### src/rtl/decode_regfile_stage.sv
// Decode / operand-fetch stage: splits fetched instructions into fields,
// reads rs1/rs2 from a 32x32 register file (x0 = 0) with writeback bypass,
// and holds the result in a single output register toward the ALU.
module decode_regfile_stage #(
  parameter int XLEN  = 32,
  parameter int NREGS = 32,
  parameter int AW    = 5
) (
  input  logic            clk,
  input  logic            rst_n,
  input  logic            if_valid,
  input  logic [31:0]     if_instr,
  output logic            if_ready,
  input  logic            flush,
  input  logic            wb_en,
  input  logic [AW-1:0]   wb_rd,
  input  logic [XLEN-1:0] wb_data,
  input  logic            ex_ready,
  output logic            ex_valid,
  output logic [6:0]      ex_opcode,
  output logic [6:0]      ex_funct7,
  output logic [2:0]      ex_funct3,
  output logic [11:0]     ex_imm,
  output logic [19:0]     ex_uimm,
  output logic [XLEN-1:0] ex_rs1_val,
  output logic [XLEN-1:0] ex_rs2_val,
  output logic [AW-1:0]   ex_rd,
  output logic            ex_reg_write,
  output logic            ex_illegal
);

  localparam logic [6:0] OP_R     = 7'b0110011;
  localparam logic [6:0] OP_I     = 7'b0010011;
  localparam logic [6:0] OP_LUI   = 7'b0110111;
  localparam logic [6:0] OP_AUIPC = 7'b0010111;

  logic [XLEN-1:0] regs [NREGS];
  // Source indices of the held instruction, kept so stalled operands can be refreshed.
  logic [AW-1:0]   rs1_q;
  logic [AW-1:0]   rs2_q;

  logic [6:0]      d_opcode;
  logic            d_is_r;
  logic            d_is_i;
  logic            d_is_u;
  logic            d_legal;
  logic [AW-1:0]   d_rs1;
  logic [AW-1:0]   d_rs2;
  logic [AW-1:0]   d_rd;
  logic [6:0]      d_funct7;
  logic [2:0]      d_funct3;
  logic [11:0]     d_imm;
  logic [19:0]     d_uimm;
  logic [XLEN-1:0] d_rs1_val;
  logic [XLEN-1:0] d_rs2_val;
  logic            wb_hit;
  logic            accept;
  logic            stall;

  assign if_ready = !ex_valid || ex_ready;
  assign accept   = if_valid && if_ready;
  assign stall    = ex_valid && !ex_ready;
  assign wb_hit   = wb_en && (wb_rd != '0);

  assign d_opcode = if_instr[6:0];
  assign d_rd     = if_instr[7 +: AW];
  assign d_rs1    = if_instr[15 +: AW];
  assign d_rs2    = if_instr[20 +: AW];

  // Field extraction and operand read with same-cycle writeback bypass.
  always_comb begin
    d_is_r    = (d_opcode == OP_R);
    d_is_i    = (d_opcode == OP_I);
    d_is_u    = (d_opcode == OP_LUI) || (d_opcode == OP_AUIPC);
    d_legal   = d_is_r || d_is_i || d_is_u;
    d_funct7  = d_is_u ? 7'd0 : if_instr[31:25];
    d_funct3  = d_is_u ? 3'd0 : if_instr[14:12];
    d_imm     = (d_is_i || d_is_u) ? if_instr[31:20] : 12'd0;
    d_uimm    = d_is_u ? if_instr[31:12] : 20'd0;
    d_rs1_val = '0;
    d_rs2_val = '0;
    if (d_rs1 != '0) begin
      d_rs1_val = (wb_hit && (wb_rd == d_rs1)) ? wb_data : regs[d_rs1];
    end
    if (d_is_r && (d_rs2 != '0)) begin
      d_rs2_val = (wb_hit && (wb_rd == d_rs2)) ? wb_data : regs[d_rs2];
    end
  end

  // Register file write port; x0 is never written.
  always_ff @(posedge clk or negedge rst_n) begin
    if (!rst_n) begin
      for (int i = 0; i < NREGS; i++) begin
        regs[i] <= '0;
      end
    end else if (wb_hit) begin
      regs[wb_rd] <= wb_data;
    end
  end

  // Output pipeline register: flush beats accept; a stalled entry tracks writebacks to its sources.
  always_ff @(posedge clk or negedge rst_n) begin
    if (!rst_n) begin
      ex_valid     <= 1'b0;
      ex_opcode    <= '0;
      ex_funct7    <= '0;
      ex_funct3    <= '0;
      ex_imm       <= '0;
      ex_uimm      <= '0;
      ex_rs1_val   <= '0;
      ex_rs2_val   <= '0;
      ex_rd        <= '0;
      ex_reg_write <= 1'b0;
      ex_illegal   <= 1'b0;
      rs1_q        <= '0;
      rs2_q        <= '0;
    end else if (flush) begin
      ex_valid <= 1'b0;
    end else if (accept) begin
      ex_valid     <= 1'b1;
      ex_opcode    <= d_opcode;
      ex_funct7    <= d_funct7;
      ex_funct3    <= d_funct3;
      ex_imm       <= d_imm;
      ex_uimm      <= d_uimm;
      ex_rs1_val   <= d_rs1_val;
      ex_rs2_val   <= d_rs2_val;
      ex_rd        <= d_rd;
      ex_reg_write <= d_legal && (d_rd != '0);
      ex_illegal   <= !d_legal;
      rs1_q        <= d_rs1;
      rs2_q        <= d_rs2;
    end else if (stall) begin
      if (wb_hit && (wb_rd == rs1_q)) begin
        ex_rs1_val <= wb_data;
      end
      if (wb_hit && (wb_rd == rs2_q) && (ex_opcode == OP_R)) begin
        ex_rs2_val <= wb_data;
      end
    end else begin
      ex_valid <= 1'b0;
    end
  end

endmodule

### config.mk
export PLATFORM = sky130hd
export DESIGN_NAME = decode_regfile_stage
export DESIGN_NICKNAME = d
export VERILOG_FILES = /design/src/rtl/decode_regfile_stage.sv
export SDC_FILE = /design/constraint.sdc
export NUM_CORES = 2
export LEC_CHECK = 0
export CAP_MARGIN = 5
export CORE_ASPECT_RATIO = 1.1
export CORE_MARGIN = 4
export CORE_UTILIZATION = 32
export CTS_BUF_LIST = sky130_fd_sc_hd__clkbuf_2
export DETAILED_ROUTE_END_ITERATION = 10
export GPL_ROUTABILITY_DRIVEN = 0
export MAX_ROUTING_LAYER = met4
export PLACE_DENSITY = 0.51
export SYNTH_ARGS = -nofsm -noshare
export SYNTH_HDL_FRONTEND = slang
export SYNTH_SLANG_ARGS = --single-unit
export TNS_END_PERCENT = 50
### constraint.sdc
create_clock -name clk -period 6 [get_ports clk]
set_clock_uncertainty 0.1 [all_clocks]
set_input_delay 1.2 -clock clk [delete_from_list [all_inputs] [get_ports clk]]
set_output_delay 1.2 -clock clk [all_outputs]
set_load 0.005 [all_outputs]
==> results by group <==
Power and ir drop
  • Flop pwr share: 0.505
  • Gate power share: 0.225
  • Cell area power density: 301 nW/um^2
  • Clock Power Share: 0.270
  • Leak Pwr: ~30 nW
  • Max VDD drop: ~0.00019 V
  • Switching power: 6.42 mW
  • Sw Share: 0.314
  • Internal power: roughly 14 mW

Timing
  • Min Tclk post-route: roughly 4.8 ns
  • Hold slack: between 0.2 and 0.3 ns
  • Final Setup Violations: 0
  • Final setup TNS: 0 ns
  • Worst rel slew slack: 0.122
  • Final setup margin: 1.19 ns
  • Final Slew Violations: 0
  • Slew at the pin closest to its max-slew limit: about 1.3 ns
  • Final period util: 0.802
  • Final count of hold timing violations: 0
  • Fmax: between 200 and 250 MHz
  • Unrepaired setup endpoints after global routing: false

Final layout
  • Multi-input logic area: 29,400 sq um
  • Register area: roughly 29,000 sq um
  • Share of cells above drive strength 1: 0.472
  • Design Area, Final: approximately 68,000 sq um
  • Area growth syn-to-layout: 12.9%
  • Layout Nets: around 4,500
  • Cell Count, Final, Fillers Out: just over 7,000
  • Filler instances: ~18,000

Global routing
  • Overflow after GRT: 0
  • First-pass GRT wire length: about 310,000 um
  • Tot GR Track Use: 0.224
  • Largest net degree at the start of global routing: 136
  • Initial antenna violation count: 18
  • Vias in the first global route: between 40,000 and 50,000

Drt
  • Antenna-violating nets left: 0
  • Via count: approximately 40,000
  • Drt total wl: ~220,000 um
  • Drt drc: 0
  • Via/cell ratio: 5.69
  • Initial DRC count: 2,886
  • Drt pass-1 iters: 5
  • Routed wire per std cell: between 30 and 40 um

CTS
  • Post-CTS sizing: 0
  • CTS Hold Bufs: 32
  • CTS tree: done
  • Max H-tree Level: 5
  • CTS root buf: clkbuf_2
  • Worst-Skew Late Latency: between 1.5 and 2 ns
  • Post-CTS setup buffer count: 0
  • Maximum root-to-sink buffer count: 4
  • Num CTS Buffers: around 320
  • Clock transition at path regs: about 0.10 ns
  • CTS Sinks: 1,155

Logic synthesis
  • Net count of the mapped netlist: around 4,200
  • Mapped Cells: ~4,200
  • Synth Area in Compound Gates: 0.0472
  • Synth unique cells: 58
  • Synth Register Bits: 1,155
  • Synth Area in XOR/XNOR: 0.00291
  • Async SR Flop Fraction: 1.00
  • EDFF count, synth: 0
  • Post-synthesis sequential area ratio: 0.481
  • Syn Std Cell Area: ~60,000 sq um
  • Largest family of logic cells by synthesized area: multiplexers
  • Synth Area in Adders: 0
  • Syn_area_per_cell: around 14 sq um
  • Ys flop type: dfrtp_1
  • Simple-Gate Fraction of Synth Area: 0.0322
  • Post-synthesis mux area share: 0.402
  • YS warnings: 0

Critical path
  • Critical path origin: ex_valid$_DFFE_PN0P_
  • Critical path peak fanout: 5
  • FF-to-FF End: ex_rs1_val[6]$_DFFE_PN0P_
  • R2R depth: 8
  • CP Cell Sequence: nor2b_1 -> inv_1 -> clkdlybuf4s50_1
  • Crit Path Class: reg -> out
  • CP peak stage delay: approximately 0.63 ns
  • Crit end category: primary output
  • Worst path slowest cell: clkdlybuf4s50_1
  • Crit start category: flop
  • Reg-to-reg slack, setup: 2.03 ns
  • Arr. time, crit path: about 3.5 ns
  • WP data required: ~4.7 ns
  • R2r startpoint: ex_valid$_DFFE_PN0P_

Placed design
  • Port Buffers: between 150 and 200
  • Placed Cells: 6,480
  • HPWL Detailed: 128,000 um
  • Dpl ws: ~0.95 ns
  • Placed instance area: approximately 65,000 sq um

Die
  • I/O Pins: 197
  • Placement Rows: about 170
  • Chip width: ~420 um
  • Core area: 187,000 sq um
  • Die H: about 460 um
  • Initial cell density of the core: 0.322
  • Die area: between 150,000 and 200,000 sq um

Job
  • Maximum capacitance violations: 0

Hold path
  • WHS Path Cells: 4
  • Hold Path Class: in -> reg
  • Worst hold endpoint: ex_rs2_val[30]$_DFFE_PN0P_
  • Hold_sp: wb_data[30]

Run status
  • Outcome: completed
-- area by class of cell --
class | count | area share
well taps | 2436 | 0.0449
multi-input cells | 2536 | 0.433
clock buffers | 456 | 0.0336
clock inverters | 62 | 0.00433
inverters | 25 | 0.00138
flip-flops and latches | 1155 | 0.426
repair buffers | 361 | 0.0560
diodes | 13 | 0.000479
-- cell usage after synthesis, types with 3 or more instances --
cell type,number,area (sq um)
nor3_1,7,35.0
nor2_1,112,420
o221ai_1,30,263
xnor2_1,16,140
buf_2,117,586
nor4_1,5,31.3
buf_6,4,45.0
buf_1,70,263
nand2_1,169,634
nand2b_1,9,56.3
o21bai_1,15,113
clkbuf_1,237,890
mux4_1,9,236
mux4_2,491,11100
o22ai_1,111,694
dfrtp_1,1155,28900
nor2b_1,49,307
xor2_1,4,35.0
o211ai_1,3,22.5
nor3b_1,4,30.0
a221o_1,14,140
and2_1,15,93.8
a211oi_1,41,308
buf_4,22,165
o21ai_0,94,470
mux2i_1,157,1570
a221oi_1,8,70.1
mux2_2,1006,11300
nand3_1,34,170
a22oi_1,18,135
nand3b_1,3,22.5
o22a_1,10,87.6
or2_2,5,31.3
a32oi_1,15,131
a21oi_1,57,285
inv_1,25,93.8
-- critical path, delay by kind of cell (launching register included) --
kind | cells | cell delay [ns]
buffers and inverters | 2 | 0.87
DFF | 1 | 0.48
and+or+nand+nor | 1 | 0.49
-- routing by layer --
metal / up-vias / routed length (um) / track usage
met4: 0 / 10200 / 0.108
met2: 1550 / 105000 / 0.356
li1: 16554 / - / -
met3: 474 / 13100 / 0.0521
met5: - / 0 / -
met1: 21531 / 87200 / 0.271
-- cells in the final DEF (no fill, tap or decap), types with 18 or more instances in the layout --
cell type / Yosys / layout
a21oi_1: 57 / 56
mux4_2: 491 / 491
nor2b_1: 49 / 48
nand3_1: 34 / 34
mux2_2: 1006 / 1006
a22oi_1: 18 / 18
nand2_1: 169 / 149
buf_12: 2 / 37
dfrtp_1: 1155 / 1155
clkdlybuf4s50_1: 0 / 186
clkinv_1: 0 / 48
buf_4: 22 / 97
o22ai_1: 111 / 111
a211oi_1: 41 / 41
dlygate4sd3_1: 0 / 31
o221ai_1: 30 / 30
mux2i_1: 157 / 157
nor2_1: 112 / 95
o21ai_0: 94 / 94
inv_1: 25 / 25
clkbuf_2: 1 / 456
-- worst max path at each step --
stage	endpoint	slack, ns
floorplan	ex_rs2_val[15]$_DFFE_PN0P_	2.76
global placement	ex_rs1_val[31]$_DFFE_PN0P_	0.98
detailed placement	ex_rs1_val[6]$_DFFE_PN0P_	0.95
CTS	if_ready	0.92
global route	if_ready	1.06
finish	if_ready	1.19
-- power groups by stage --
| stage | sequential (mW) | clock (mW) | combinational (mW) |
|---|---|---|---|
| 6_report | 10.3 | 5.51 | 4.61 |
| 4_1_cts | 10.3 | 5.74 | 4.64 |
| 3_3_place_gp | 10.4 | 0 | 4.54 |
| 5_1_grt | 10.5 | 6.14 | 4.96 |
| 2_1_floorplan | 9.99 | 0 | 3.32 |
| 3_5_place_dp | 10.5 | 0 | 4.61 |
-- state kept, by name (all words and copies together) (netlist names) --
| name | count |
|---|---|
| ex_reg_write | 1 |
| ex_imm | 12 |
| rs1_q | 5 |
| ex_rs1_val | 32 |
| ex_rd | 5 |
| ex_rs2_val | 32 |
| ex_illegal | 1 |
| ex_funct7 | 7 |
| regs | 1024 |
| ex_opcode | 7 |
| ex_valid | 1 |
| ex_uimm | 20 |
| ex_funct3 | 3 |
| rs2_q | 5 |
-- cell families (layout without fill, tap and decap cells) --
logic type,count (synthesis),count (layout)
muxes,1663,1663
DFF,1155,1155
buffers and inverters,478,904
other,0,13
xor gates and xnor gates,20,20
and+or+nand+nor,425,425
AOI/OAI and AO/OA,428,428
-- per-stage QoR --
stage | power [mW] | utilization
final | 20.5 | 0.364
after global routing | 21.6 | 0.364
after global placement | 15.0 | 0.348
after floorplan | 13.3 | -
after detailed placement | 15.1 | 0.348
after CTS | 20.7 | 0.364
(Power assumes the default switching activity.)
